===== src/rtl/cpu_run_controller.sv =====
// Run controller for the multi-cycle MIPS datapath: stretches reset to the CPU,
// runs it, counts run cycles, and stops on halt or watchdog expiry.
module cpu_run_controller #(
  parameter int unsigned RESET_CYCLES   = 5,
  parameter int unsigned CNT_W          = 32,
  parameter int unsigned TIMEOUT_CYCLES = 10000,
  parameter bit          AUTO_START     = 1'b1
) (
  input  logic             CLK,
  input  logic             Reset,
  input  logic             start,
  input  logic             halt_in,
  output logic             cpu_reset,
  output logic             running,
  output logic             done,
  output logic             timeout,
  output logic [CNT_W-1:0] cycle_count
);

  localparam int unsigned HOLD_W = (RESET_CYCLES > 1) ? $clog2(RESET_CYCLES) : 1;
  // Wide enough that count+1 and the watchdog limit compare without truncation
  localparam int unsigned CMP_W  = (CNT_W + 1 > 32) ? CNT_W + 1 : 32;

  typedef enum logic [2:0] {
    ST_HOLD,
    ST_IDLE,
    ST_RUN,
    ST_DONE,
    ST_TIMEOUT
  } state_e;

  state_e             state_q, state_d;
  logic [HOLD_W-1:0]  hold_cnt_q, hold_cnt_d;
  logic [CNT_W-1:0]   cnt_q, cnt_d;
  logic               cpu_reset_q, cpu_reset_d;
  logic               running_q, running_d;
  logic               done_q, done_d;
  logic               timeout_q, timeout_d;

  logic [CNT_W-1:0]   cnt_inc;
  logic               timeout_hit;

  // State and registered outputs
  always_ff @(posedge CLK or posedge Reset) begin
    if (Reset) begin
      state_q     <= ST_HOLD;
      hold_cnt_q  <= '0;
      cnt_q       <= '0;
      cpu_reset_q <= 1'b1;
      running_q   <= 1'b0;
      done_q      <= 1'b0;
      timeout_q   <= 1'b0;
    end else begin
      state_q     <= state_d;
      hold_cnt_q  <= hold_cnt_d;
      cnt_q       <= cnt_d;
      cpu_reset_q <= cpu_reset_d;
      running_q   <= running_d;
      done_q      <= done_d;
      timeout_q   <= timeout_d;
    end
  end

  // Next state; outputs follow the state being entered so they stay registered
  always_comb begin
    state_d     = state_q;
    hold_cnt_d  = hold_cnt_q;
    cnt_d       = cnt_q;
    cnt_inc     = (cnt_q == '1) ? cnt_q : cnt_q + CNT_W'(1);
    timeout_hit = (TIMEOUT_CYCLES != 0) &&
                  ((CMP_W'(cnt_q) + CMP_W'(1)) == CMP_W'(TIMEOUT_CYCLES));

    case (state_q)
      ST_HOLD: begin
        hold_cnt_d = hold_cnt_q + HOLD_W'(1);
        if (hold_cnt_q == HOLD_W'(RESET_CYCLES - 1)) begin
          state_d    = AUTO_START ? ST_RUN : ST_IDLE;
          hold_cnt_d = '0;
        end
      end
      ST_IDLE: begin
        if (start) begin
          state_d = ST_RUN;
          cnt_d   = '0;
        end
      end
      ST_RUN: begin
        cnt_d = cnt_inc;
        // Halt takes priority over a coincident watchdog expiry
        if (halt_in) begin
          state_d = ST_DONE;
        end else if (timeout_hit) begin
          state_d = ST_TIMEOUT;
        end
      end
      ST_DONE, ST_TIMEOUT: begin
        if (start) begin
          state_d    = ST_HOLD;
          hold_cnt_d = '0;
          cnt_d      = '0;
        end
      end
      default: begin
        state_d    = ST_HOLD;
        hold_cnt_d = '0;
        cnt_d      = '0;
      end
    endcase

    cpu_reset_d = (state_d != ST_RUN);
    running_d   = (state_d == ST_RUN);
    done_d      = (state_d == ST_DONE);
    timeout_d   = (state_d == ST_TIMEOUT);
  end

  assign cpu_reset   = cpu_reset_q;
  assign running     = running_q;
  assign done        = done_q;
  assign timeout     = timeout_q;
  assign cycle_count = cnt_q;

endmodule


===== config.mk =====
export PLATFORM = sky130hd
export DESIGN_NAME = cpu_run_controller
export DESIGN_NICKNAME = d
export VERILOG_FILES = /design/src/rtl/cpu_run_controller.sv
export SDC_FILE = /design/constraint.sdc
export NUM_CORES = 1
export LEC_CHECK = 0
export BUFFER_PORTS_ARGS = -buffer_cell sky130_fd_sc_hd__buf_2
export CAP_MARGIN = 10
export CORE_MARGIN = 2
export CORE_UTILIZATION = 58
export DETAILED_ROUTE_END_ITERATION = 8
export PLACE_DENSITY = 0.78
export SLEW_MARGIN = 20
export SYNTH_ARGS = -nofsm -noshare
export SYNTH_HDL_FRONTEND = slang
export SYNTH_SLANG_ARGS = --single-unit
export TNS_END_PERCENT = 20

===== constraint.sdc =====
create_clock -name CLK -period 3.5 [get_ports CLK]
set_input_delay 0.35 -clock CLK [delete_from_list [all_inputs] [get_ports CLK]]
set_output_delay 0.35 -clock CLK [all_outputs]
set_load 0.01 [all_outputs]

==> results of run 1 <==
## layer usage
metal / vias up / global-route usage / part of all wire
met5: - / 0 / 0
met4: 0 / 0.105 / 0.017
met3: 14 / 0.0466 / 0.046
met2: 94 / 0.440 / 0.48
met1: 1343 / 0.378 / 0.46
li1: 1350 / - / -
## kinds of logic after synthesis
| family | count (synthesis) | share of synthesized area |
|---|---|---|
| AO/OA/AOI/OAI | 106 | 0.228 |
| multiplexers | 1 | 0.00401 |
| AND/OR/NAND/NOR | 159 | 0.305 |
| flip-flops | 42 | 0.375 |
| XOR/XNOR | 9 | 0.0281 |
| adder cells (fa/ha/maj) | 3 | 0.0134 |
| buffers and inverters | 31 | 0.0464 |
## where the power goes
part           leakage (nW)  total [W]  switching (W)  internal [W]
registers             0.571   0.000684       0.000122      0.000562
logic                 0.740   0.000658       0.000440      0.000218
clock network        0.0472   0.000341       0.000183      0.000159
## worst register-to-register path: stages (launching register included)
cell and delay, ns:
dfrtp_1 0.50, ha_1 0.31, nand3_4 0.15, or4_4 0.63, o41ai_1 0.27, a211o_1 0.39
nand2b_1 0.55, o21ai_0 0.17
## cells in the mapped netlist, types with 6 or more instances
library cell and instances:
nand4_1 10, nor4_1 7, and3_1 8, nor3_1 11, clkbuf_1 18, nor2_1 36
o41ai_1 6, xnor2_1 6, o31ai_1 7, o21ai_0 57, a31oi_1 8, nand2_1 37
a21oi_1 11, nand3_1 17, dfrtp_1 41, inv_1 7
## stage by stage
stage	hold slack (ns)	power [W]	area, µm²	utilization	setup WS, ns
after floorplan	0.485	0.00116	2810	-	0.721
after global placement	0.505	0.00131	3000	0.640	0.546
after detailed placement	0.510	0.00134	3000	0.640	0.418
after CTS	0.179	0.00168	3100	0.660	0.426
after global routing	0.199	0.00180	3100	0.660	0.222
final	0.152	0.00168	3100	0.660	0.396
## sequential cells by signal, indices dropped and copies added, names as in the netlist
name	flops
cycle_count	32
hold_cnt_q	3
state_q	3
cpu_reset	1
done	1
running	1
timeout	1
## final cells by class
cell class                 instances  area (µm²)  area share
timing repair buffer              44         233      0.0752
inverter                           7        26.3     0.00848
clock inverter                     2        12.5     0.00404
tap                               54        67.6      0.0218
clock buffer                       6        82.6      0.0267
sequential                        42        1050       0.340
multi-input combinational        278        1620       0.524
## how the worst max path moves through the flow
stage,from,end,slack (ns),depth (start not counted)
after global placement,cycle_count[0]$_DFFE_PP0P_,cycle_count[29]$_DFFE_PP0P_,0.55,7
final,cycle_count[0]$_DFFE_PP0P_,cycle_count[0]$_DFFE_PP0P_,0.40,7
after CTS,cycle_count[0]$_DFFE_PP0P_,cycle_count[0]$_DFFE_PP0P_,0.43,7
after global routing,cycle_count[0]$_DFFE_PP0P_,cycle_count[22]$_DFFE_PP0P_,0.22,9
after detailed placement,cycle_count[0]$_DFFE_PP0P_,cycle_count[0]$_DFFE_PP0P_,0.42,7
after floorplan,cycle_count[0]$_DFFE_PP0P_,state_q[2]$_DFF_PP0_,0.72,9
## cells in the final DEF (no fill, tap or decap), drive strengths merged, types with 6 or more instances in the layout
cell type / instances
o31ai: 7
buf: 44
nor4: 8
nand4: 12
nand3: 19
a31oi: 8
o41ai: 6
clkbuf: 6
o21ai: 57
nor2: 36
nand2: 37
nor3: 11
and3: 8
xnor2: 6
a21oi: 11
dfrtp: 41
inv: 6
==> summary.md, run 1 <==
| Metric | Value |
|---|---|
| Outcome | finished clean |
| CTS Buffer Depth | 2 |
| Post-layout net count | 385 |
| Slew @ Worst Pin | 1.11 ns |
| Clock transition at path regs | about 0.090 ns |
| Ant. Diodes | 0 |
| Synth Flop Type | dfrtp_1 |
| Final Skew | 0.00586 ns |
| Final Non-Filler Cells | 433 |
| Syn. warnings | 0 |
| CORE AREA | approximately 4700 µm² |
| Routed via count | about 2800 |
| Post-synthesis cell type count | 49 |
| Fin. max-slew vios | 0 |
| Worst r2r src | cycle_count[0]$_DFFE_PP0P_ |
| Die H | 73.5 µm |
| CTS Hold Buffers Added | 0 |
| Drt drc | 0 |
| Crit path kind | flop to flop |
| Die area | 5410 µm² |
| PortBufs | 39 |
| Post-route ant nets | 0 |
| Crit path cell chain | ha_1 > nand3_4 > or4_4 > o41ai_1 > a211o_1 > nand2b_1 > o21ai_0 |
| CTS tree | yes |
| Kind of cell adding the most delay to the critical path | simple AND/OR/NAND/NOR gates |
| First drt pass iteration count | 5 |
| Number of synthesized flops with an enable pin | 0 |
| Vias per cell | 6.47 |
| Final global-route overflow total | 0 |
| FFs w/ async S/R, synth | 1.00 |
| Data arrival time of the critical path | 3.27 ns |
| H-tree Lvls | 2 |
| Fillers | 432 |
| Cells after synthesis | 351 |
| P&R area growth vs syn | 10.4% |
| CP Max Fanout | 13 |
| Maximum clock frequency | 0.322 GHz |
| Syn_nets | 358 |
| VDD IR max | 0.000346 V |
| Sequential share of the synthesized area | 0.375 |
| Final period util | 0.887 |
| Final critical-path required period | a little over 3 ns |
| Fin. Hold Viols | 0 |
| Crit end category | flop |
| Initial antenna violation count | 0 |
| Vias in the first global route | 2589 |
| HPWL after DPL | 4730 µm |
| Slew margin rel. | 0.258 |
| Ratio of cells with drive above 1 in the final layout | 0.166 |
| PostCTS Resize Cnt | 0 |
| CTS buffer count | 5 |
| Die X | 73.5 µm |
| Unrepaired setup endpoints after global routing | no |
| Hold/Removal Path Class | input pin to asynchronous set/reset pin |
| Global-route wire length before repair | 11900 µm |
| Area leader, netlist | dfrtp_1 |
| Top Ports | 40 |
| GRT Total Usage | 0.277 |
| Startpoint Class | flop |
| Max_cap viols | 0 |
| Clk_lat worst skew | 0.30 ns |
| Reg2reg setup slack | 0.40 ns |
| Worst path required time | 3.66 ns |
| PD cells | 544 nW/µm² |
| Starting Density | 0.598 |
| Total negative setup slack | 0 ns |
| Top post-synthesis cells by area | dfrtp_1 37%, o21ai_0 10%, nand2_1 5.0% |
| #FFs+latches synth | 42 |
| Top cell type's share of synthesized area | 0.366 |
| Finish-stage setup viols | 0 |
| Buf/Inv on CP | 0 |
| Post-CTS Setup Bufs | 0 |
| Largest net degree at the start of global routing | 43 |
| Sink Count | 42 |
| Total wire length | 6970 µm |
| R2r worst-path depth | 7 |
| Cells after DPL | 425 |
| Routed wire length per instance | 16.1 µm |
| Root buffer cell | clkbuf_8 |
| RR Endpoint | cycle_count[0]$_DFFE_PP0P_ |
| Avg Synthesized Cell Area | 7.99 µm² |
| Iter 0 DRT Violations | about 220 |
| Netlist Area Pre-Place | between 2000 and 3000 µm² |
| Worst path max stage delay | 0.63 ns |
| CP max-delay cell | or4_4 |
| Final RePlAce weighted congestion | 0.882 |
| P_leak | 1.36 nW |
| Cell Rows | 25 |
Power figures use the tool's default switching activity.
==> run 2: changes to the inputs <==
Settings changed: CORE_MARGIN 2 to unset.
==> run 2 against run 1 <==
Effect of this change:
- maximum frequency about the same
- count of clock-buffer cells in the layout increased by 1
- critical path type unchanged
- critical path depth unchanged
- worst hold slack gained 0.013 ns
- setup slack got worse by 0.0020 ns
- non-clock buffer count rose by 2
- via count up 1.4%
- sequential share of layout area decreased by 0.096 points
==> summary.md, run 2 (synthesized netlist as in run 1, its figures left out) <==
| Metric | Value |
|---|---|
| CP max-delay cell | or4_4 |
| Clock power frac | 0.200 (-0.003) |
| Slew @ Worst Pin | 0.985 ns (-0.124 ns) |
| Post-CTS Setup Bufs | 0 (unchanged) |
| Maximum clock frequency | 0.322 GHz (about the same) |
| Crit end category | flop |
| Final global-route overflow total | 0 (unchanged) |
| Post-layout net count | 387 (+0.52%) |
| Die area | 5120 µm² (-5.4%) |
| PD cells | 539 nW/µm² (-0.82%) |
| First drt pass iteration count | 5 (unchanged) |
| Clock transition at path regs | 0.08 ns (about the same) |
| Post-route ant nets | 0 (unchanged) |
| CTS Buffer Depth | 2 (unchanged) |
| GRT Total Usage | 0.293 (+0.0164) |
| Drt drc | 0 (unchanged) |
| Die H | 71.5 µm (-2.7%) |
| Buf/Inv on CP | 0 (unchanged) |
| Global-route wire length before repair | 11800 µm (-0.75%) |
| Sink Count | 42 (unchanged) |
| PostCTS Resize Cnt | 0 (unchanged) |
| Fin. Hold Viols | 0 (unchanged) |
| Top Ports | 40 (unchanged) |
| Clk_lat worst skew | 0.30 ns (about the same) |
| Routed via count | 2839 (+1.4%) |
| Reg2reg setup slack | 0.39 ns (about the same) |
| Most common cell after layout, fill and taps aside | o21ai_0 |
| Worst path required time | 3.67 ns (about the same) |
| Worst path max stage delay | 0.63 ns (about the same) |
| Crit path cell chain | ha_1 > nand3_4 > or4_4 > o41ai_1 > a211o_1 > nand2b_1 > o41ai_1 |
| Hold/Removal Path Class | input pin to asynchronous set/reset pin |
| Sequential Power Share | 0.408 (+0.002) |
| Total wire length | 6960 µm (-0.14%) |
| Ratio of cells with drive above 1 in the final layout | 0.168 (+0.00175) |
| Iter 0 DRT Violations | 342 (+56%) |
| Final RePlAce weighted congestion | 0.864 (-2.1%) |
| Utilization after layout | 0.689 (+0.0294) |
| Max FFs per register | 32 (unchanged) |
| Unrepaired setup endpoints after global routing | no |
| PortBufs | 39 (unchanged) |
| Cell Rows | 24 (-4.0%) |
| RR Endpoint | cycle_count[31]$_DFFE_PP0P_ |
| Max_cap viols | 0 (unchanged) |
| Psw | 0.000726 W (-2.5%) |
| Vias per cell | 6.56 (+1.4%) |
| CP most frequent cell | o41ai_1 |
| Power Internal | 0.000948 W (+0.99%) |
| Initial antenna violation count | 0 (unchanged) |
| Switching share of power | 0.434 (-0.00861) |
| Die X | 71.5 µm (-2.7%) |
| CORE AREA | 4500 µm² (-4.0%) |
| Comb power frac | 0.393 (+0.002) |
| CTS Hold Buffers Added | 0 (unchanged) |
| Total negative setup slack | 0 ns (unchanged) |
| Vias in the first global route | 2469 (-4.6%) |
| Crit path kind | flop to flop |
| Startpoint Class | flop |
| Routed wire length per instance | 16.1 µm (-0.14%) |
| Final critical-path required period | 3.11 ns (+0.00202 ns) |
| Ant. Diodes | 0 (unchanged) |
| P_leak | 1.37 nW (+0.84%) |
| Largest net degree at the start of global routing | 43 (unchanged) |
| Fin. max-slew vios | 0 (unchanged) |
| Root buffer cell | clkbuf_8 |
| Kind of cell adding the most delay to the critical path | simple AND/OR/NAND/NOR gates |
| Finish-stage setup viols | 0 (unchanged) |
| Data arrival time of the critical path | 3.28 ns (about the same) |
| P&R area growth vs syn | 10.7% |
| Outcome | finished clean |
| R2r worst-path depth | 7 (unchanged) |
| CTS buffer count | 5 (unchanged) |
| Slew margin rel. | 0.341 (+0.0827) |
| Worst r2r src | cycle_count[0]$_DFFE_PP0P_ |
| CP Max Fanout | 13 (unchanged) |
| Fillers | 379 (-12%) |
| Final Skew | 0.00722 ns (+0.00136 ns) |
| HPWL after DPL | 4750 µm (+0.41%) |
| Commonest cells after routing, fill and taps aside | 57 x o21ai_0, 41 x dfrtp_1, 39 x buf_2 |
| H-tree Lvls | 2 (unchanged) |
| Final period util | 0.888 (about the same) |
| VDD IR max | 0.000532 V (+54%) |
| Starting Density | 0.623 (+0.0249) |
| CTS tree | yes |
[run 2: worst max path at each step]
stage	start	end	slack [ns]	cells after the start
final	cycle_count[0]$_DFFE_PP0P_	cycle_count[31]$_DFFE_PP0P_	0.39	7
after global routing	cycle_count[0]$_DFFE_PP0P_	cycle_count[14]$_DFFE_PP0P_	0.19	8
after CTS	cycle_count[0]$_DFFE_PP0P_	cycle_count[31]$_DFFE_PP0P_	0.43	7
after detailed placement	cycle_count[0]$_DFFE_PP0P_	cycle_count[0]$_DFFE_PP0P_	0.43	7
after global placement	cycle_count[0]$_DFFE_PP0P_	cycle_count[0]$_DFFE_PP0P_	0.55	7
after floorplan	cycle_count[0]$_DFFE_PP0P_	state_q[2]$_DFF_PP0_	0.72	9
[run 2: metal layers]
metal,share of wire,vias up,wire length (µm),track usage
met1,0.46,1376,3180,0.420
met5,0,-,0,0
met4,0.013,0,88,0.0915
met2,0.47,101,3300,0.461
met3,0.056,10,387,0.0464
li1,-,1352,-,-
[run 2: power by group through the flow]
| stage | sequential [W] | combinational (W) | clock, W |
|---|---|---|---|
| CTS | 0.000681 | 0.000655 | 0.000335 |
| global placement | 0.000684 | 0.000639 | 0 |
| detailed placement | 0.000690 | 0.000654 | 0 |
| global route | 0.000698 | 0.000742 | 0.000356 |
| floorplan | 0.000663 | 0.000498 | 0 |
| finish | 0.000682 | 0.000657 | 0.000335 |
[run 2: cell type report]
type	instances	area [µm²]	share of cell area
multi-input cells	278	1620	0.523
flip-flops and latches	42	1050	0.339
repair buffers	46	248	0.0798
clock buffers	7	86.3	0.0278
well taps	52	65.1	0.0210
inverters	7	26.3	0.00846
clock inverters	1	5.00	0.00161
[run 2: stage by stage]
step	hold WS, ns	power, W	cells	instance area [µm²]	setup WS [ns]
4_1_cts	0.187	0.00167	433	3110	0.430
3_5_place_dp	0.515	0.00134	425	3010	0.430
2_1_floorplan	0.485	0.00116	351	2810	0.721
6_report	0.166	0.00167	433	3110	0.394
5_1_grt	0.223	0.00180	433	3110	0.195
3_3_place_gp	0.507	0.00132	425	3010	0.550
[run 2: worst reg2reg max path: cells and delay by family (launching register included)]
kind | cells | cell delay, ns
AND/OR/NAND/NOR | 3 | 1.30
adder cells (fa/ha/maj) | 1 | 0.33
flip-flops | 1 | 0.50
AO/OA/AOI/OAI | 3 | 0.84
==> run 3: changes to the inputs <==
Settings changed: BUFFER_PORTS_ARGS -buffer_cell sky130_fd_sc_hd__buf_2 to unset, CORE_UTILIZATION 58 to 64, DONT_BUFFER_PORTS set to 1, PLACE_DENSITY 0.78 to 0.77, REMOVE_ABC_BUFFERS set to 1.
==> run 3 against run 2 <==
Effect of this change:
- setup slack better by 0.034 ns
- worst hold slack lost 0.11 ns
- sequential power rose by 1%
- highest routed layer unchanged
==> summary.md, run 3 (synthesized netlist as in run 1, its figures left out) <==
| Metric | Value |
|---|---|
| Outcome | finished clean |
| PortBufs | 0 (-100%) |
| Clock transition at path regs | 0.09 ns (about the same) |
| Final RePlAce weighted congestion | 0.918 (+6.3%) |
| CP Max Fanout | 12 (-1) |
| Register area | 1050 µm² (unchanged) |
| Starting Density | 0.682 (+0.0589) |
| First drt pass iteration count | 4 (-1) |
| P_leak | 1.17 nW (-14%) |
| VDD IR max | 0.000514 V (-3.4%) |
| Reg2reg setup slack | 0.43 ns (+0.03 ns) |
| HPWL after DPL | 4500 µm (-5.3%) |
| Maximum clock frequency | 0.325 GHz (+1.1%) |
| Multi-input logic area | 1620 µm² (unchanged) |
| Die area | 4650 µm² (-9.1%) |
| Die H | 68.2 µm (-4.7%) |
| Utilization after layout | 0.711 (+0.0214) |
| Max FFs per register | 32 (unchanged) |
| Initial antenna violation count | 0 (unchanged) |
| P&R area growth vs syn | 4.28% |
| Ratio of cells with drive above 1 in the final layout | 0.0760 (-0.0920) |
| CTS Hold Buffers Added | 0 (unchanged) |
| Cell Rows | 23 (-4.2%) |
| RR Endpoint | cycle_count[0]$_DFFE_PP0P_ |
| Die X | 68.2 µm (-4.7%) |
| Crit path kind | flop to flop |
| GRT Total Usage | 0.317 (+0.0232) |
| Final Non-Filler Cells | 392 (-9.5%) |
| Max_cap viols | 0 (unchanged) |
| CTS buffer count | 5 (unchanged) |
| Most common cell after layout, fill and taps aside | o21ai_0 |
| Total wire length | 6810 µm (-2.1%) |
| CORE AREA | 4120 µm² (-8.6%) |
| Crit path cell chain | ha_1 > nand3_4 > or4_4 > o41ai_1 > a211o_1 > nand2b_1 > o21ai_0 |
| Routed wire length per instance | 17.4 µm (+8.1%) |
| CTS Buffer Depth | 2 (unchanged) |
| Met2 routed WL | 3250 µm (-1.5%) |
| Crit end category | flop |
| Max Used Layer | met4 |
| PostCTS Resize Cnt | 0 (unchanged) |
| Data arrival time of the critical path | 3.22 ns (-0.06 ns) |
| Final Skew | 0.00696 ns (-0.000257 ns) |
| Worst r2r src | cycle_count[0]$_DFFE_PP0P_ |
| Post-placement setup slack | 0.458 ns (+0.0281 ns) |
| CP max-delay cell | or4_4 |
| Fin. Hold Viols | 0 (unchanged) |
| Slew margin rel. | 0.212 (-0.128) |
| R2r worst-path depth | 7 (unchanged) |
| Commonest cells after routing, fill and taps aside | 57 x o21ai_0, 41 x dfrtp_1, 37 x nand2_1 |
| Met3 wire len | 408 µm (+5.4%) |
| Post-CTS Setup Bufs | 0 (unchanged) |
| Met1 WL | 3030 µm (-4.7%) |
| Fillers | 348 (-8.2%) |
| Post-route ant nets | 0 (unchanged) |
| Sink Count | 42 (unchanged) |
| Final global-route overflow total | 0 (unchanged) |
| PD cells | 586 nW/µm² (+8.8%) |
| Hold/Removal Path Class | input pin to asynchronous set/reset pin |
| Top Ports | 40 (unchanged) |
| Post-layout net count | 348 (-10%) |
| Vias in the first global route | 2287 (-7.4%) |
| Unrepaired setup endpoints after global routing | no |
| Vias per cell | 6.69 (+2.0%) |
| H-tree Lvls | 2 (unchanged) |
| Startpoint Class | flop |
| Final setup margin | 0.428 ns (+0.0343 ns) |
| Fin. max-slew vios | 0 (unchanged) |
| Final period util | 0.878 (-0.00979) |
| Routed via count | 2621 (-7.7%) |
| Largest net degree at the start of global routing | 43 (unchanged) |
| Finish-stage setup viols | 0 (unchanged) |
| Cells after DPL | 384 (-9.6%) |
| Worst path max stage delay | 0.61 ns (-0.02 ns) |
| CTS tree | yes |
| Slew @ Worst Pin | 1.18 ns (+0.192 ns) |
| Iter 0 DRT Violations | 181 (-47%) |
| Worst path required time | 3.65 ns (-0.02 ns) |
| Ant. Diodes | 0 (unchanged) |
| Drt drc | 0 (unchanged) |
| Global-route wire length before repair | 10900 µm (-7.6%) |
| Total negative setup slack | 0 ns (unchanged) |
| Root buffer cell | clkbuf_8 |
| Clk_lat worst skew | 0.30 ns (about the same) |
| Final critical-path required period | 3.07 ns (-0.0343 ns) |
-- run 3: power breakdown --
group | leakage, nW | internal (W) | switching, W
sequential | 0.571 | 0.000563 | 0.000127
combinational | 0.543 | 0.000206 | 0.000430
clock | 0.0579 | 0.000210 | 0.000180
-- run 3: worst max-delay path by stage --
| stage | endpoint | from | cells after the start |
|---|---|---|---|
| finish | cycle_count[0]$_DFFE_PP0P_ | cycle_count[0]$_DFFE_PP0P_ | 7 |
| global route | cycle_count[0]$_DFFE_PP0P_ | cycle_count[0]$_DFFE_PP0P_ | 7 |
| CTS | cycle_count[0]$_DFFE_PP0P_ | cycle_count[0]$_DFFE_PP0P_ | 7 |
| detailed placement | cycle_count[0]$_DFFE_PP0P_ | cycle_count[0]$_DFFE_PP0P_ | 7 |
| global placement | timeout$_DFF_PP0_ | cycle_count[0]$_DFFE_PP0P_ | 8 |
| floorplan | cycle_count[13]$_DFFE_PP0P_ | cycle_count[0]$_DFFE_PP0P_ | 8 |
-- run 3: cell type report --
cell class              instances  area share
inverters                       7     0.00898
repair buffers                  7      0.0180
clock inverters                 3      0.0137
multi-input cells             278       0.555
clock buffers                   5      0.0235
well taps                      50      0.0214
flip-flops and latches         42       0.360
-- run 3: per-stage QoR --
stage | area, µm² | hold WS, ns | total power (W)
finish | 2930 | 0.0561 | 0.00172
global route | 2930 | 0.107 | 0.00182
CTS | 2930 | 0.0702 | 0.00172
detailed placement | 2820 | 0.399 | 0.00133
global placement | 2820 | 0.394 | 0.00131
floorplan | 2700 | 0.485 | 0.00111
-- run 3: routing by layer --
layer | up-vias | track usage
met1 | 1240 | 0.413
met3 | 12 | 0.0683
met4 | 0 | 0.130
met5 | - | 0
li1 | 1276 | -
met2 | 93 | 0.505
-- run 3: critical path, delay by kind of cell, from the launching register on --
kind / cells / cell delay [ns]
AOI/OAI and AO/OA: 3 / 0.71
DFF: 1 / 0.55
adders and majority gates: 1 / 0.33
and+or+nand+nor: 3 / 1.32
